### src/rtl/btn_event_gen_if.sv
// Command channel from the button event generator to the game FSM.
// master offers cmd_valid/cmd_id, slave answers with cmd_ready.
interface btn_event_gen_if #(
  parameter int N_BTN = 4
);
  localparam int ID_W = (N_BTN > 1) ? $clog2(N_BTN) : 1;

  logic            cmd_valid;
  logic [ID_W-1:0] cmd_id;
  logic            cmd_ready;

  modport master (output cmd_valid, output cmd_id, input cmd_ready);
  modport slave  (input cmd_valid, input cmd_id, output cmd_ready);
endinterface

### src/rtl/btn_event_gen.sv
// Debounced button levels -> press/auto-repeat commands, one pending bit per button,
// offered one cycle after the event; stalls hold the lowest pending id, extra events coalesce.
module btn_event_gen #(
  parameter int               N_BTN         = 4,
  parameter int               DELAY_CYCLES  = 25000000,
  parameter int               REPEAT_CYCLES = 5000000,
  parameter logic [N_BTN-1:0] REPEAT_MASK   = 4'b0011,
  parameter int               CNT_W         = 25
) (
  input  logic             clk,
  input  logic             rst,
  input  logic [N_BTN-1:0] btn_in,
  output logic [N_BTN-1:0] btn_held,
  output logic             drop_evt,
  btn_event_gen_if.master  cmd
);
  localparam int ID_W = (N_BTN > 1) ? $clog2(N_BTN) : 1;
  localparam logic [CNT_W-1:0] DELAY_LAST  = CNT_W'(DELAY_CYCLES - 1);
  localparam logic [CNT_W-1:0] REPEAT_LAST = CNT_W'(REPEAT_CYCLES - 1);

  typedef enum logic [1:0] {IDLE, DELAY, REPEAT, HOLD} state_t;

  state_t           state [N_BTN];
  logic [CNT_W-1:0] cnt   [N_BTN];
  logic [N_BTN-1:0] pending;
  logic [N_BTN-1:0] evt;
  logic [N_BTN-1:0] clr;
  logic [ID_W-1:0]  id_sel;

  // btn_held doubles as the previous-sample register for edge detection
  always_comb begin
    evt = '0;
    for (int i = 0; i < N_BTN; i++) begin
      case (state[i])
        IDLE:    evt[i] = btn_in[i] & ~btn_held[i];
        DELAY:   evt[i] = btn_in[i] & (cnt[i] == DELAY_LAST);
        REPEAT:  evt[i] = btn_in[i] & (cnt[i] == REPEAT_LAST);
        default: evt[i] = 1'b0;
      endcase
    end
  end

  always_comb begin
    id_sel = '0;
    for (int i = N_BTN - 1; i >= 0; i--) begin
      if (pending[i]) id_sel = ID_W'(i);
    end
  end

  assign cmd.cmd_valid = |pending;
  assign cmd.cmd_id    = id_sel;

  always_comb begin
    clr = '0;
    for (int i = 0; i < N_BTN; i++) begin
      clr[i] = cmd.cmd_valid & cmd.cmd_ready & (id_sel == ID_W'(i));
    end
  end

  always_ff @(posedge clk or posedge rst) begin
    if (rst) begin
      for (int i = 0; i < N_BTN; i++) begin
        state[i] <= IDLE;
        cnt[i]   <= '0;
      end
      pending  <= '0;
      btn_held <= '0;
      drop_evt <= 1'b0;
    end else begin
      btn_held <= btn_in;
      // a new event wins over a same-cycle accept of the same bit
      pending  <= (pending & ~clr) | evt;
      drop_evt <= |(evt & pending & ~clr);
      for (int i = 0; i < N_BTN; i++) begin
        case (state[i])
          IDLE: begin
            cnt[i] <= '0;
            if (btn_in[i] & ~btn_held[i]) state[i] <= REPEAT_MASK[i] ? DELAY : HOLD;
          end
          DELAY: begin
            if (!btn_in[i]) begin
              state[i] <= IDLE;
              cnt[i]   <= '0;
            end else if (cnt[i] == DELAY_LAST) begin
              state[i] <= REPEAT;
              cnt[i]   <= '0;
            end else begin
              cnt[i] <= cnt[i] + CNT_W'(1);
            end
          end
          REPEAT: begin
            if (!btn_in[i]) begin
              state[i] <= IDLE;
              cnt[i]   <= '0;
            end else if (cnt[i] == REPEAT_LAST) begin
              cnt[i] <= '0;
            end else begin
              cnt[i] <= cnt[i] + CNT_W'(1);
            end
          end
          default: begin
            cnt[i] <= '0;
            if (!btn_in[i]) state[i] <= IDLE;
          end
        endcase
      end
    end
  end
endmodule

### src/flat_wrapper.sv
// flat-port wrapper written by rule: the top's interface ports become plain ports
module btn_event_gen_flat 
#(
  parameter int               N_BTN         = 4,
  parameter int               DELAY_CYCLES  = 25000000,
  parameter int               REPEAT_CYCLES = 5000000,
  parameter logic [N_BTN-1:0] REPEAT_MASK   = 4'b0011,
  parameter int               CNT_W         = 25
)
  (clk, rst, btn_in, btn_held, drop_evt, cmd_cmd_valid, cmd_cmd_id, cmd_cmd_ready);
  btn_event_gen_if #(.N_BTN(N_BTN)) cmd_i ();
  input  logic clk;
  input  logic rst;
  input  logic [N_BTN-1:0] btn_in;
  output logic [N_BTN-1:0] btn_held;
  output logic drop_evt;
  output wire logic [$bits(cmd_i.cmd_valid)-1:0] cmd_cmd_valid;
  output wire logic [$bits(cmd_i.cmd_id)-1:0] cmd_cmd_id;
  input wire logic [$bits(cmd_i.cmd_ready)-1:0] cmd_cmd_ready;
  assign cmd_cmd_valid = cmd_i.cmd_valid;
  assign cmd_cmd_id = cmd_i.cmd_id;
  assign cmd_i.cmd_ready = cmd_cmd_ready;
  btn_event_gen #(.N_BTN(N_BTN), .DELAY_CYCLES(DELAY_CYCLES), .REPEAT_CYCLES(REPEAT_CYCLES), .REPEAT_MASK(REPEAT_MASK), .CNT_W(CNT_W)) u_core (.clk(clk), .rst(rst), .btn_in(btn_in), .btn_held(btn_held), .drop_evt(drop_evt), .cmd(cmd_i));
endmodule
### config.mk
export PLATFORM = sky130hd
export DESIGN_NAME = btn_event_gen_flat
export DESIGN_NICKNAME = d
export VERILOG_FILES = /design/src/rtl/btn_event_gen_if.sv /design/src/rtl/btn_event_gen.sv /design/src/flat_wrapper.sv
export SDC_FILE = /design/constraint.sdc
export NUM_CORES = 1
export LEC_CHECK = 0
export BUFFER_PORTS_ARGS = -buffer_cell sky130_fd_sc_hd__buf_2
export CAP_MARGIN = 20
export CORE_UTILIZATION = 30
export DETAILED_ROUTE_END_ITERATION = 6
export PLACE_DENSITY = 0.44
export SLEW_MARGIN = 5
export SYNTH_ARGS = -nofsm -noshare
export SYNTH_HDL_FRONTEND = slang
export SYNTH_SLANG_ARGS = --single-unit
### constraint.sdc
create_clock -name clk -period 4.5 [get_ports clk]
set_input_delay 0.675 -clock clk [delete_from_list [all_inputs] [get_ports clk]]
set_output_delay 0.675 -clock clk [all_outputs]
set_load 0.01 [all_outputs]
== Word-level counts from Yosys, hierarchy flattened ==
Index checks and enable logic that the tools add are counted.

* Reductions and logical operators: 11
* Bitwise operators: 26
* Equal/unequal tests: 31
* Mux-type cells: 48
* $add $sub $neg: 4

{| class="wikitable"
|+ Operators by type and width
! kind !! number
|-
| $mux 25 || 16
|-
| $pmux 25 s2 || 4
|-
| $add 25x1->25 const B || 4
|-
| $eq 25x23->1 const B || 4
|-
| $eq 25x25->1 const B || 4
|-
| $mux 2 || 20
|-
| $and 1x1->1 || 17
|-
| $pmux 2 s2 || 4
|-
| $and 4x4->4 || 3
|-
| $eq 2x2->1 const B || 6
|-
| $ne 3x1->1 const B || 4
|-
| $ne 3x2->1 const B || 4
|-
| $pmux 1 s3 || 4
|-
| $reduce_and 3->1 || 4
|-
| $eq 2x1->1 const B || 5
|-
| $logic_not 2->1 || 5
|-
| $ne 2x1->1 const B || 4
|-
| $reduce_or 4->1 || 2
|-
| $not 1->1 || 4
|-
| $not 4->4 || 1
|-
| $or 4x4->4 || 1
|}

* Bits in registers: 117
* Output and inout bits: 8

== Depth between registers and ports, before layout ==
* Word-level depth: 9
* Mapped depth: 8
* Depth with buffers taken out: 8

== Worst setup path after synthesis ==
No wires, ideal clock.

* Path kind: reg-to-reg
* Start: register u_core.cnt[25] in the netlist's numbering
* End: register u_core.state[2] in the netlist's numbering
* Data arrival time: 1772 ps
* Clock period less this slack: 1899 ps
* Required time: 4373 ps
* Setup time: 127 ps
* Stages on the path, launching flop included: 9
* Setup slack: 2601 ps
* Cells stage by stage: dfrtp_1 ha_1 and4_1 buf_4 nand4_1 o31ai_2 o21ai_1 a22o_1 mux2_1

* Cells in the longest elaborated chain, start to end: 3

{| class="wikitable"
|+ RTL lines
! what !! RTL line !! RTL
|-
| start: declaration || btn_event_gen.sv:24 || <nowiki>logic [CNT_W-1:0] cnt [N_BTN];</nowiki>
|-
| start signal: indexed assignment || btn_event_gen.sv:88 || <nowiki>cnt[i] <= cnt[i] + CNT_W'(1);</nowiki>
|-
| start signal: indexed assignment || btn_event_gen.sv:98 || <nowiki>cnt[i] <= cnt[i] + CNT_W'(1);</nowiki>
|-
| $eq 25x25->1 || btn_event_gen.sv:84 || <nowiki>end else if (cnt[i] == DELAY_LAST) begin</nowiki>
|-
| $ne 3x2->1 (no line) || -- ||
|-
| $reduce_and 3->1 (no line) || -- ||
|-
| end signal: indexed assignment || btn_event_gen.sv:78 || <nowiki>if (btn_in[i] & ~btn_held[i]) state[i] <= REPEAT_MASK[i] ? DELAY : HOLD;</nowiki>
|-
| end: declaration || btn_event_gen.sv:23 || <nowiki>state_t state [N_BTN];</nowiki>
|}

Every way passes these cells.
A chain may end at the register's enable or synchronous reset.

== Worst setup path after layout ==
* Start: register u_core.cnt[75] in the netlist's numbering
* End: register u_core.cnt[79] in the netlist's numbering

* Cells in the longest elaborated chain, start to end: 4

{| class="wikitable"
|+ RTL lines
! what !! RTL line !! RTL
|-
| $add 25x1->25, or another cell as far along || btn_event_gen.sv:88, btn_event_gen.sv:98 ||
|-
| $mux 25 (on tied branches) || btn_event_gen.sv:95, btn_event_gen.sv:84 ||
|-
| $mux 25 (on tied branches) || btn_event_gen.sv:92, btn_event_gen.sv:81 ||
|-
| $pmux 25 s2 (*) || btn_event_gen.sv:75 || <nowiki>case (state[i])</nowiki>
|}

Every way passes the cells marked *; elsewhere a longest branch is shown, timed or not.

==> metrics <==
Tmin final=2.380 ns; Post-synth EDFFs=0; Syn Nets=668; Worst-Margin Slew=0.9123 ns; DRC=0; Multi-input gate area=3099 um2; #FFs+latches synth=117; largest area contributor in the netlist=dfrtp_1; vias in the first global route=4,534; slowest stage delay, CP=0.63 ns; crit end category=register; Die ar.=21,300 um2; cell family with most CP delay=simple AND/OR/NAND/NOR gates; FF/Latch Area=2928 um2; GPL Wtd Cong=0.7762; sequential element share of the synthesized area=0.4711; FF-to-FF setup slack=2.12 ns; cts hold-fix bufs=0; CP startpoint kind=register; synth unique cells=58; GR Layer Usage met1=0.1591; drt wl/cell=13.20 um; Setup TNS=0 ns; clk_lat worst skew=0.41 ns; total wire length=12.50 mm; slew margin rel.=0.3901; I/O pins=15; routed vias=4,420; Setup CP Type=register to register; largest cells by area after synthesis=dfrtp_1 47%, nor2_1 8.0%, xnor2_1 6.8%, xor2_1 5.9%, ha_1 4.0%; GRT Overall Usage=0.1274; crit-path cells=ha_1 -> nand4_1 -> or2_1 -> nor3_2 -> o21ai_1 -> nand3_1 -> nor2_1; clk sinks=117; unrepaired setup endpoints after global routing=false; CTS tree=built; CTS Buf Count=17; final net count=693; fillcell total=2,093; antenna violation net count after detailed routing=0; Vias/cell=4.667; yosys warns=0; Synth Instances=641; pre-CTS WS=2.110 ns; Clock transition at path regs=0.05 ns; LEAKAGE=2.873 nW; Post-Syn Area=6215 um2; hpwl dp=8.672 mm; Fmax achieved=0.4202 GHz; fin crit share=0.5288; Pre-Repair DR Iteration Count=4; most common cell after layout, fill and taps aside=nor2_1; Synth Flop Type=dfrtp_1; largest net degree at the start of global routing=63; status=complete, no violations; Worst EP required=4.75 ns; share of flip-flops with an asynchronous set or reset=1.000; Layout area overhead=14.13%; H-tree depth=4; met3 usage=0.03762; final-report setup violation count=0; pwr dens=409.0 nW/um2; highest ir drop seen on vdd=0.2339 mV; most used routing layer=met2; Iter 0 DRT Violations=164; Die Ht=145.9 um; Max FO, Critical Path=25; top-area cell type share of the netlist area=0.4711; WP buf/inv=0; first-pass GRT wire length=21.77 mm; core area=20,300 um2; Max clock buf depth=2; layout cells sized above 1=0.09306; Starting Density=0.3062; count of pins over their slew limit=0; M2 GR Usage=0.2127; Final Hold Viols=0; initial antenna violation count=0; # Post-CTS Setup Buffers=0; Synth Area per Inst=9.695 um2; ant diodes=0; Final WS setup=2.120 ns; port buffer count=14; Post-CTS Resized=0; Layout Skew=0.007669 ns; HP Class=primary input to async pin; Die Wd=145.9 um; CP Data Arrival Time=2.63 ns; clk root buf=clkbuf_16; site row count=52; GRT Residual Overflow=0; maxcap violations=0; commonest cells after routing, fill and taps aside=132 x nor2_1, 117 x dfrtp_1, 48 x xnor2_1, 43 x nand2_1; CP max-delay cell=nand3_1
[Yosys cell counts, drive strengths merged (3+ instances only)]
cell and n:
nor2 133, dfrtp 117, xnor2 48, nand2 44, nand3 44, xor2 42
inv 28, and3 20, ha 20, nand4 17, nor3 15, a21oi 12
o21ai 11, buf 9, nor4 8, and4 6, a22o 5, nor4bb 5
or3 5, and4b 4, a21o 3, nand2b 3, nand4b 3, nand4bb 3
nor4b 3, o211ai 3, o31ai 3, or2 3
[layer usage]
metal | routed length, um | part of all wire
met2 | 6023 | 0.48
met1 | 6086 | 0.49
met4 | 93 | 0.0074
met5 | 0 | 0
met3 | 293 | 0.023
[flip-flops by register name, indices dropped and copies added (netlist names)]
register,cells
u_core.cnt,100
u_core.state,8
u_core.btn_held,4
u_core.pending,4
u_core.drop_evt,1
[kinds of logic after synthesis]
kind of cell    synth area share
simple gates              0.2792
compound gates           0.04550
fa+ha+maj                0.04027
xor+xnor                  0.1268
flops                     0.4711
buf+inv                  0.03020
mux                     0.006845
[per-stage QoR]
stage | cells | power [mW] | instance area, um2 | hold slack [ns] | util
after CTS | 947 | 2.946 | 7093 | 0.4111 | 0.3494
after detailed placement | 917 | 1.685 | 6558 | 0.4796 | 0.3230
after global routing | 947 | 3.065 | 7093 | 0.4218 | 0.3494
after global placement | 917 | 1.671 | 6558 | 0.4674 | 0.3230
final | 947 | 2.901 | 7093 | 0.4094 | 0.3494
after floorplan | 641 | 1.574 | 6215 | 0.4486 | -
[power by group]
part	total [mW]	leakage (nW)	switching [mW]	internal, mW
clock network	1.24	0.267	0.449	0.792
logic	0.479	0.999	0.310	0.169
registers	1.18	1.61	0.0664	1.11
[cell type report]
| class | instances | share of cell area |
|---|---|---|
| clock buffer | 25 | 0.06844 |
| clock inverter | 5 | 0.007056 |
| inverter | 28 | 0.01517 |
| multi-input combinational | 486 | 0.4369 |
| sequential | 117 | 0.4128 |
| tap | 270 | 0.04763 |
| timing repair buffer | 16 | 0.01200 |
[final timing paths]
kind	start	endpoint	depth (start not counted)
worst max-delay path	u_core.cnt[75]	u_core.cnt[79]	7
worst min-delay path	rst	u_core.state[7]	2
worst max register to register	u_core.cnt[75]	u_core.cnt[79]	7
worst min register to register	u_core.cnt[75]	u_core.cnt[75]	1
max in group asynchronous	rst	u_core.pending[0]	3
min in group clk	btn_in[2]	u_core.btn_held[2]	1
(Power assumes the default switching activity.)
